[src/rtl/alu8_pkg.sv]
// Shared opcode encodings, flag bit positions and flag packing for the alu8 slice.
package alu8_pkg;

    localparam logic [3:0] OP_ADD  = 4'b0000;
    localparam logic [3:0] OP_ADC  = 4'b0001;
    localparam logic [3:0] OP_SUB  = 4'b0010;
    localparam logic [3:0] OP_SBC  = 4'b0011;
    localparam logic [3:0] OP_CP   = 4'b0100;
    localparam logic [3:0] OP_AND  = 4'b0101;
    localparam logic [3:0] OP_OR   = 4'b0110;
    localparam logic [3:0] OP_XOR  = 4'b0111;
    localparam logic [3:0] OP_RL   = 4'b1000;
    localparam logic [3:0] OP_RR   = 4'b1001;
    localparam logic [3:0] OP_BSL  = 4'b1010;
    localparam logic [3:0] OP_BSR  = 4'b1011;
    localparam logic [3:0] OP_SWAP = 4'b1100;
    localparam logic [3:0] OP_DAA  = 4'b1101;

    localparam int FLAG_Z = 7;
    localparam int FLAG_N = 6;
    localparam int FLAG_H = 5;
    localparam int FLAG_C = 4;

    function automatic logic [7:0] pack_flags(input logic z, input logic n,
                                              input logic h, input logic c);
        logic [7:0] f;
        f         = 8'h00;
        f[FLAG_Z] = z;
        f[FLAG_N] = n;
        f[FLAG_H] = h;
        f[FLAG_C] = c;
        return f;
    endfunction

endpackage

[src/rtl/alu8_addsub.sv]
// 8-bit adder/subtractor on one 9-bit datapath; half/carry read as borrows when sub=1.
module alu8_addsub (
    input  logic [7:0] a,
    input  logic [7:0] b,
    input  logic       cin,
    input  logic       sub,
    output logic [7:0] sum,
    output logic       half,
    output logic       carry
);

    logic [7:0] b_eff;
    logic       c_eff;
    logic [8:0] sum9;
    logic [4:0] low5;

    // Subtraction is a + ~b + ~borrow_in; the raw carries come out inverted as borrows.
    always_comb begin
        b_eff = sub ? ~b : b;
        c_eff = sub ? ~cin : cin;
        sum9  = {1'b0, a} + {1'b0, b_eff} + {8'h00, c_eff};
        low5  = {1'b0, a[3:0]} + {1'b0, b_eff[3:0]} + {4'h0, c_eff};
        sum   = sum9[7:0];
        half  = low5[4] ^ sub;
        carry = sum9[8] ^ sub;
    end

endmodule

[src/rtl/alu8.sv]
// SM83-style 8-bit ALU: combinational result/flags plus a registered F image.
// Define ALU8_DAA_EN to turn opcode 1101 into DAA driven by the registered flags.
module alu8
    import alu8_pkg::*;
(
    input  logic       clk,
    input  logic       rst_n,
    input  logic [7:0] regA,
    input  logic [7:0] regB,
    input  logic [3:0] opcode,
    input  logic       carryIn,
    input  logic       flagsWe,
    output logic [7:0] res,
    output logic [7:0] flagsOut,
    output logic [7:0] flagsReg
);

    logic       as_cin;
    logic       as_sub;
    logic [7:0] as_sum;
    logic       as_half;
    logic       as_carry;

    logic [7:0] res_c;
    logic       z_c;
    logic       n_c;
    logic       h_c;
    logic       c_c;
    logic       flags_en;

    logic [7:0] flags_reg_d;
    logic [7:0] flags_reg_q;

`ifdef ALU8_DAA_EN
    logic [7:0] daa_res;
    logic       daa_c;
`endif

    always_comb begin
        as_sub = (opcode == OP_SUB) || (opcode == OP_SBC) || (opcode == OP_CP);
        as_cin = ((opcode == OP_ADC) || (opcode == OP_SBC)) ? carryIn : 1'b0;
    end

    alu8_addsub u_addsub (
        .a     (regA),
        .b     (regB),
        .cin   (as_cin),
        .sub   (as_sub),
        .sum   (as_sum),
        .half  (as_half),
        .carry (as_carry)
    );

`ifdef ALU8_DAA_EN
    // Correction uses the registered N/H/C of the preceding add/sub, not this cycle's flags.
    always_comb begin
        daa_res = regA;
        daa_c   = flags_reg_q[FLAG_C];
        if (!flags_reg_q[FLAG_N]) begin
            if (flags_reg_q[FLAG_H] || (regA[3:0] > 4'd9)) begin
                daa_res = daa_res + 8'h06;
            end
            if (flags_reg_q[FLAG_C] || (regA > 8'h99)) begin
                daa_res = daa_res + 8'h60;
                daa_c   = 1'b1;
            end else begin
                daa_c   = 1'b0;
            end
        end else begin
            if (flags_reg_q[FLAG_H]) begin
                daa_res = daa_res - 8'h06;
            end
            if (flags_reg_q[FLAG_C]) begin
                daa_res = daa_res - 8'h60;
            end
        end
    end
`endif

    always_comb begin
        res_c    = regA;
        n_c      = 1'b0;
        h_c      = 1'b0;
        c_c      = 1'b0;
        flags_en = 1'b1;
        z_c      = 1'b0;
        case (opcode)
            OP_ADD, OP_ADC: begin
                res_c = as_sum;
                h_c   = as_half;
                c_c   = as_carry;
            end
            OP_SUB, OP_SBC: begin
                res_c = as_sum;
                n_c   = 1'b1;
                h_c   = as_half;
                c_c   = as_carry;
            end
            OP_CP: begin
                n_c   = 1'b1;
                h_c   = as_half;
                c_c   = as_carry;
            end
            OP_AND: begin
                res_c = regA & regB;
                h_c   = 1'b1;
            end
            OP_OR:   res_c = regA | regB;
            OP_XOR:  res_c = regA ^ regB;
            OP_RL: begin
                res_c = {regA[6:0], carryIn};
                c_c   = regA[7];
            end
            OP_RR: begin
                res_c = {carryIn, regA[7:1]};
                c_c   = regA[0];
            end
            OP_BSL: begin
                res_c = {regA[6:0], 1'b0};
                c_c   = regA[7];
            end
            OP_BSR: begin
                res_c = {1'b0, regA[7:1]};
                c_c   = regA[0];
            end
            OP_SWAP: res_c = {regA[3:0], regA[7:4]};
`ifdef ALU8_DAA_EN
            OP_DAA: begin
                res_c = daa_res;
                n_c   = flags_reg_q[FLAG_N];
                c_c   = daa_c;
            end
`endif
            default: flags_en = 1'b0;
        endcase
        // CP leaves res=A but its Z still reflects the compare (A-B).
        z_c = (opcode == OP_CP) ? (as_sum == 8'h00) : (res_c == 8'h00);
    end

    assign res      = res_c;
    assign flagsOut = flags_en ? pack_flags(z_c, n_c, h_c, c_c) : 8'h00;

    always_comb begin
        flags_reg_d = flags_reg_q;
        if (flagsWe) begin
            flags_reg_d = flagsOut;
        end
    end

    always_ff @(posedge clk or negedge rst_n) begin
        if (!rst_n) begin
            flags_reg_q <= 8'h00;
        end else begin
            flags_reg_q <= flags_reg_d;
        end
    end

    assign flagsReg = flags_reg_q;

endmodule

[config.mk]
export PLATFORM = sky130hd
export DESIGN_NAME = alu8
export DESIGN_NICKNAME = d
export VERILOG_FILES = /design/src/rtl/alu8_pkg.sv /design/src/rtl/alu8_addsub.sv /design/src/rtl/alu8.sv
export SDC_FILE = /design/constraint.sdc
export NUM_CORES = 1
export LEC_CHECK = 0
export BUFFER_PORTS_ARGS = -buffer_cell sky130_fd_sc_hd__buf_4
export CAP_MARGIN = 20
export CORE_MARGIN = 2
export CORE_UTILIZATION = 49
export CTS_CLUSTER_DIAMETER = 50
export DETAILED_ROUTE_END_ITERATION = 8
export PLACE_DENSITY = 0.79
export SLEW_MARGIN = 0
export SYNTH_ARGS = -nofsm -noshare
export SYNTH_HDL_FRONTEND = slang
export SYNTH_SLANG_ARGS = --single-unit
[constraint.sdc]
create_clock -name clk -period 7.35 [get_ports clk]
set_input_delay 1.8375 -clock clk [delete_from_list [all_inputs] [get_ports clk]]
set_output_delay 1.8375 -clock clk [all_outputs]
set_load 0.1 [all_outputs]
==> summary.txt <==
Pwr
  • Combinational share of power: 0.844
  • Switch share: 0.606
  • Internal power: roughly 140 µW
  • Pleak: 0.00107 µW
  • Power share of the clock group: 0.082
  • Power Dens Cells: around 150 mW/mm²
  • Switching Power: ~210 µW
  • Peak VDD IR: around 0.00011 V
  • Seq pwr share: 0.074

Final layout
  • Non-Filler Instances: around 330
  • Layout cells sized above 1: 0.317
  • Area growth syn-to-layout: 33.1%
  • N_diodes: 0
  • Fin util: 0.682
  • Max reg flops: 4
  • Nets: roughly 330

Synthesis
  • Synth top area share: 0.167
  • Netlist cell types: between 60 and 70
  • Fraction of registers with async set/reset: 1.00
  • Yosys top cell by area: ha_1
  • Post-synth top flop: dfrtp_1
  • #FFs+latches synth: 4
  • Synth top area cells: ha_1, dfrtp_1, buf_4
  • Post-synth EDFFs: 0
  • Ys Warns: 0
  • Sequential area share after synthesis: 0.0581
  • Synthesized area per cell: between 7 and 8 µm²
  • Synth Cell Area: 0.00172 mm²
  • Post-Synthesis Cells: approximately 230

Timing
  • Setup TNS: 0 ps
  • Min Tclk post-route: between 7000 and 8000 ps
  • Rel. slew slack: 0.488
  • Fmax: about 0.14 GHz
  • Hold Worst Slack: roughly 500 ps
  • Period utilization: 0.994
  • Hold Fails Final Rpt: 0
  • Tightest Pin Transition: approximately 760 ps
  • Setup Skew: 0 ps
  • Pins Over Slew Limit: 0
  • Setup Viol. Count Final: 0

Setup path
  • CP endpoint kind: output port
  • WP data required: between 5000 and 6000 ps
  • R2r startpoint: flagsReg[6]
  • Critical R2R Capture: flagsReg[6]
  • Reg2reg setup slack: 6610 ps
  • Max FO, Critical Path: 4
  • Worst stage delay on the critical path: about 520 ps
  • CP cell instances: buf_4, nor2b_4, nand2_2, a21oi_4, xnor2_2, fa_2, fa_2, a211o_1, buf_6, o21a_4, o21ai_4, a31oi_4, or3_1, or4_4, a21oi_4, buf_12
  • Crit path launch type: primary input
  • CP max stage cell: or4_4
  • Crit path DAT: between 5000 and 6000 ps
  • R2R depth: 1
  • Kind of critical path: in2out

Clocking
  • CTS Hold Bufs: 0
  • Clk_lat worst skew: ~250 ps
  • Clk pin slew, worst setup/hold paths: about 40 ps
  • CTS root buffer: clkbuf_4
  • CTS H-tree lvls: 1
  • CTS sink cnt: 4
  • CTS Buf Count: 3
  • Clk buf depth: 2
  • CTS tree: yes

Global route
  • Initial antenna violation count: 0
  • Global route overflow: 0
  • Largest net degree at the start of global routing: 31
  • Vias in the first global route: 1765
  • Total GRT Usage: 0.265
  • First-pass GRT wire length: 8490 µm

Floorplan
  • Die width: around 63 µm
  • Die area: about 0.004 mm²
  • Chip Height: roughly 63 µm
  • I/O Pins: 48
  • Site Rows: 21
  • Starting Density: 0.513
  • Core Footprint: around 0.0034 mm²

Min path
  • Worst Hold Class: reg2reg
  • HP Start: flagsReg[5]
  • Hold path endpoint: flagsReg[5]
  • Hold depth: 1

Drt
  • Routed len/inst: about 17 µm
  • Initial DRC Count: approximately 180
  • Post-DR vias/cell: between 6 and 7
  • Detailed Routing Iterations Pass 1: 5
  • Post-Route WL: approximately 5400 µm
  • # DRC: 0
  • Routed vias: around 2000
  • Post-DRT Antenna Nets: 0

Placed design
  • Placed insts: 320
  • GP Congestion: 0.974
  • Port bufs: 39
  • Post-DP HPWL: between 4000 and 5000 µm

Flow run
  • Max cap viols: 0

Run status
  • Status: complete, no violations
[logic make-up (layout without fill, tap and decap cells)]
| family | count (synthesis) | count (layout) | share of synthesized area |
|---|---|---|---|
| adders and majority gates | 25 | 25 | 0.190 |
| muxes | 6 | 6 | 0.0377 |
| other | 1 | 8 | 0.00217 |
| AOI/OAI and AO/OA | 81 | 81 | 0.337 |
| DFF | 4 | 4 | 0.0581 |
| and+or+nand+nor | 60 | 60 | 0.182 |
| xor gates and xnor gates | 14 | 14 | 0.0711 |
| buffers and inverters | 40 | 83 | 0.122 |
[how the worst max path moves through the flow]
stage	from	end	cells past startpoint
after global routing	opcode[1]	flagsOut[7]	16
after floorplan	opcode[3]	flagsOut[7]	15
after global placement	opcode[3]	flagsOut[7]	14
final	opcode[1]	flagsOut[7]	16
after detailed placement	opcode[2]	flagsOut[7]	15
after CTS	opcode[2]	flagsOut[7]	15
[placed cells by master (no fill, tap or decap), types with 3 or more instances in the layout]
cell,n
buf_4,57
ha_1,23
inv_1,19
nand2_1,14
nor2_1,13
xnor2_1,9
a21oi_1,9
o21ai_0,8
conb_1,8
nor2b_1,6
o21ai_1,5
o21a_1,4
a31oi_1,4
nor3_1,4
nand3_1,4
dfrtp_1,4
mux2_2,3
a22oi_1,3
a22o_1,3
a2bb2oi_1,3
o22ai_1,3
o21bai_1,3
o211ai_1,3
xor2_1,3
or3_1,3
clkbuf_4,3
[routing by layer]
| metal | vias up | share of wire | global-route usage |
|---|---|---|---|
| li1 | 941 | - | - |
| met1 | 925 | 0.42 | 0.363 |
| met2 | 123 | 0.46 | 0.417 |
| met3 | 15 | 0.10 | 0.0696 |
| met4 | 0 | 0.014 | 0.0571 |
| met5 | - | 0 | 0 |
[per-stage QoR]
stage / setup slack (ps) / power (µW) / instance area [µm²]
floorplan: -515 / 246 / 1870
global route: -38.6 / 371 / 2290
global placement: 18.9 / 308 / 2190
CTS: 8.24 / 340 / 2220
detailed placement: -27.7 / 310 / 2190
finish: 41.0 / 352 / 2290
[layout make-up]
type | instances | area, µm²
multi-input combinational | 194 | 1560
timing repair buffer | 60 | 479
inverter | 20 | 75.1
sequential | 4 | 100
clock buffer | 3 | 22.5
tap | 46 | 57.6
fill | 298 | 1070
[what timing repair did]
action / in CTS / in global routing
gates resized for setup: 1 / 11
pin swaps: 0 / 12
buffers inserted: 0 / 4
endpoints found under the setup margin: 1 / 1
gates cloned: 0 / 0
[cell usage after synthesis, types with 4 or more instances]
master and instances:
nand2_1 15, xnor2_1 11, buf_4 13, o22ai_1 4, a21oi_1 11, dfrtp_1 4
ha_1 23, o21ai_0 9, inv_1 19, a31oi_1 7, nor2_1 14, o21a_1 4
nor2b_1 6, o21ai_1 5, nand3_1 4, nor3_1 4
[critical path, delay by kind of cell]
family	cells	cell delay, ps
buffers and inverters	3	460
xor gates and xnor gates	1	110
and+or+nand+nor	4	1080
adders and majority gates	2	800
AOI/OAI and AO/OA	6	1160
[power by group through the flow]
stage / Combinational [µW] / Clock [µW] / Sequential, µW
after floorplan: 201 / 0 / 44.9
after global placement: 282 / 0 / 26.1
after detailed placement: 284 / 0 / 26.2
after CTS: 285 / 29.7 / 25.9
after global routing: 312 / 32.7 / 26.3
final: 297 / 29.0 / 25.9
Power figures use the tool's default switching activity.
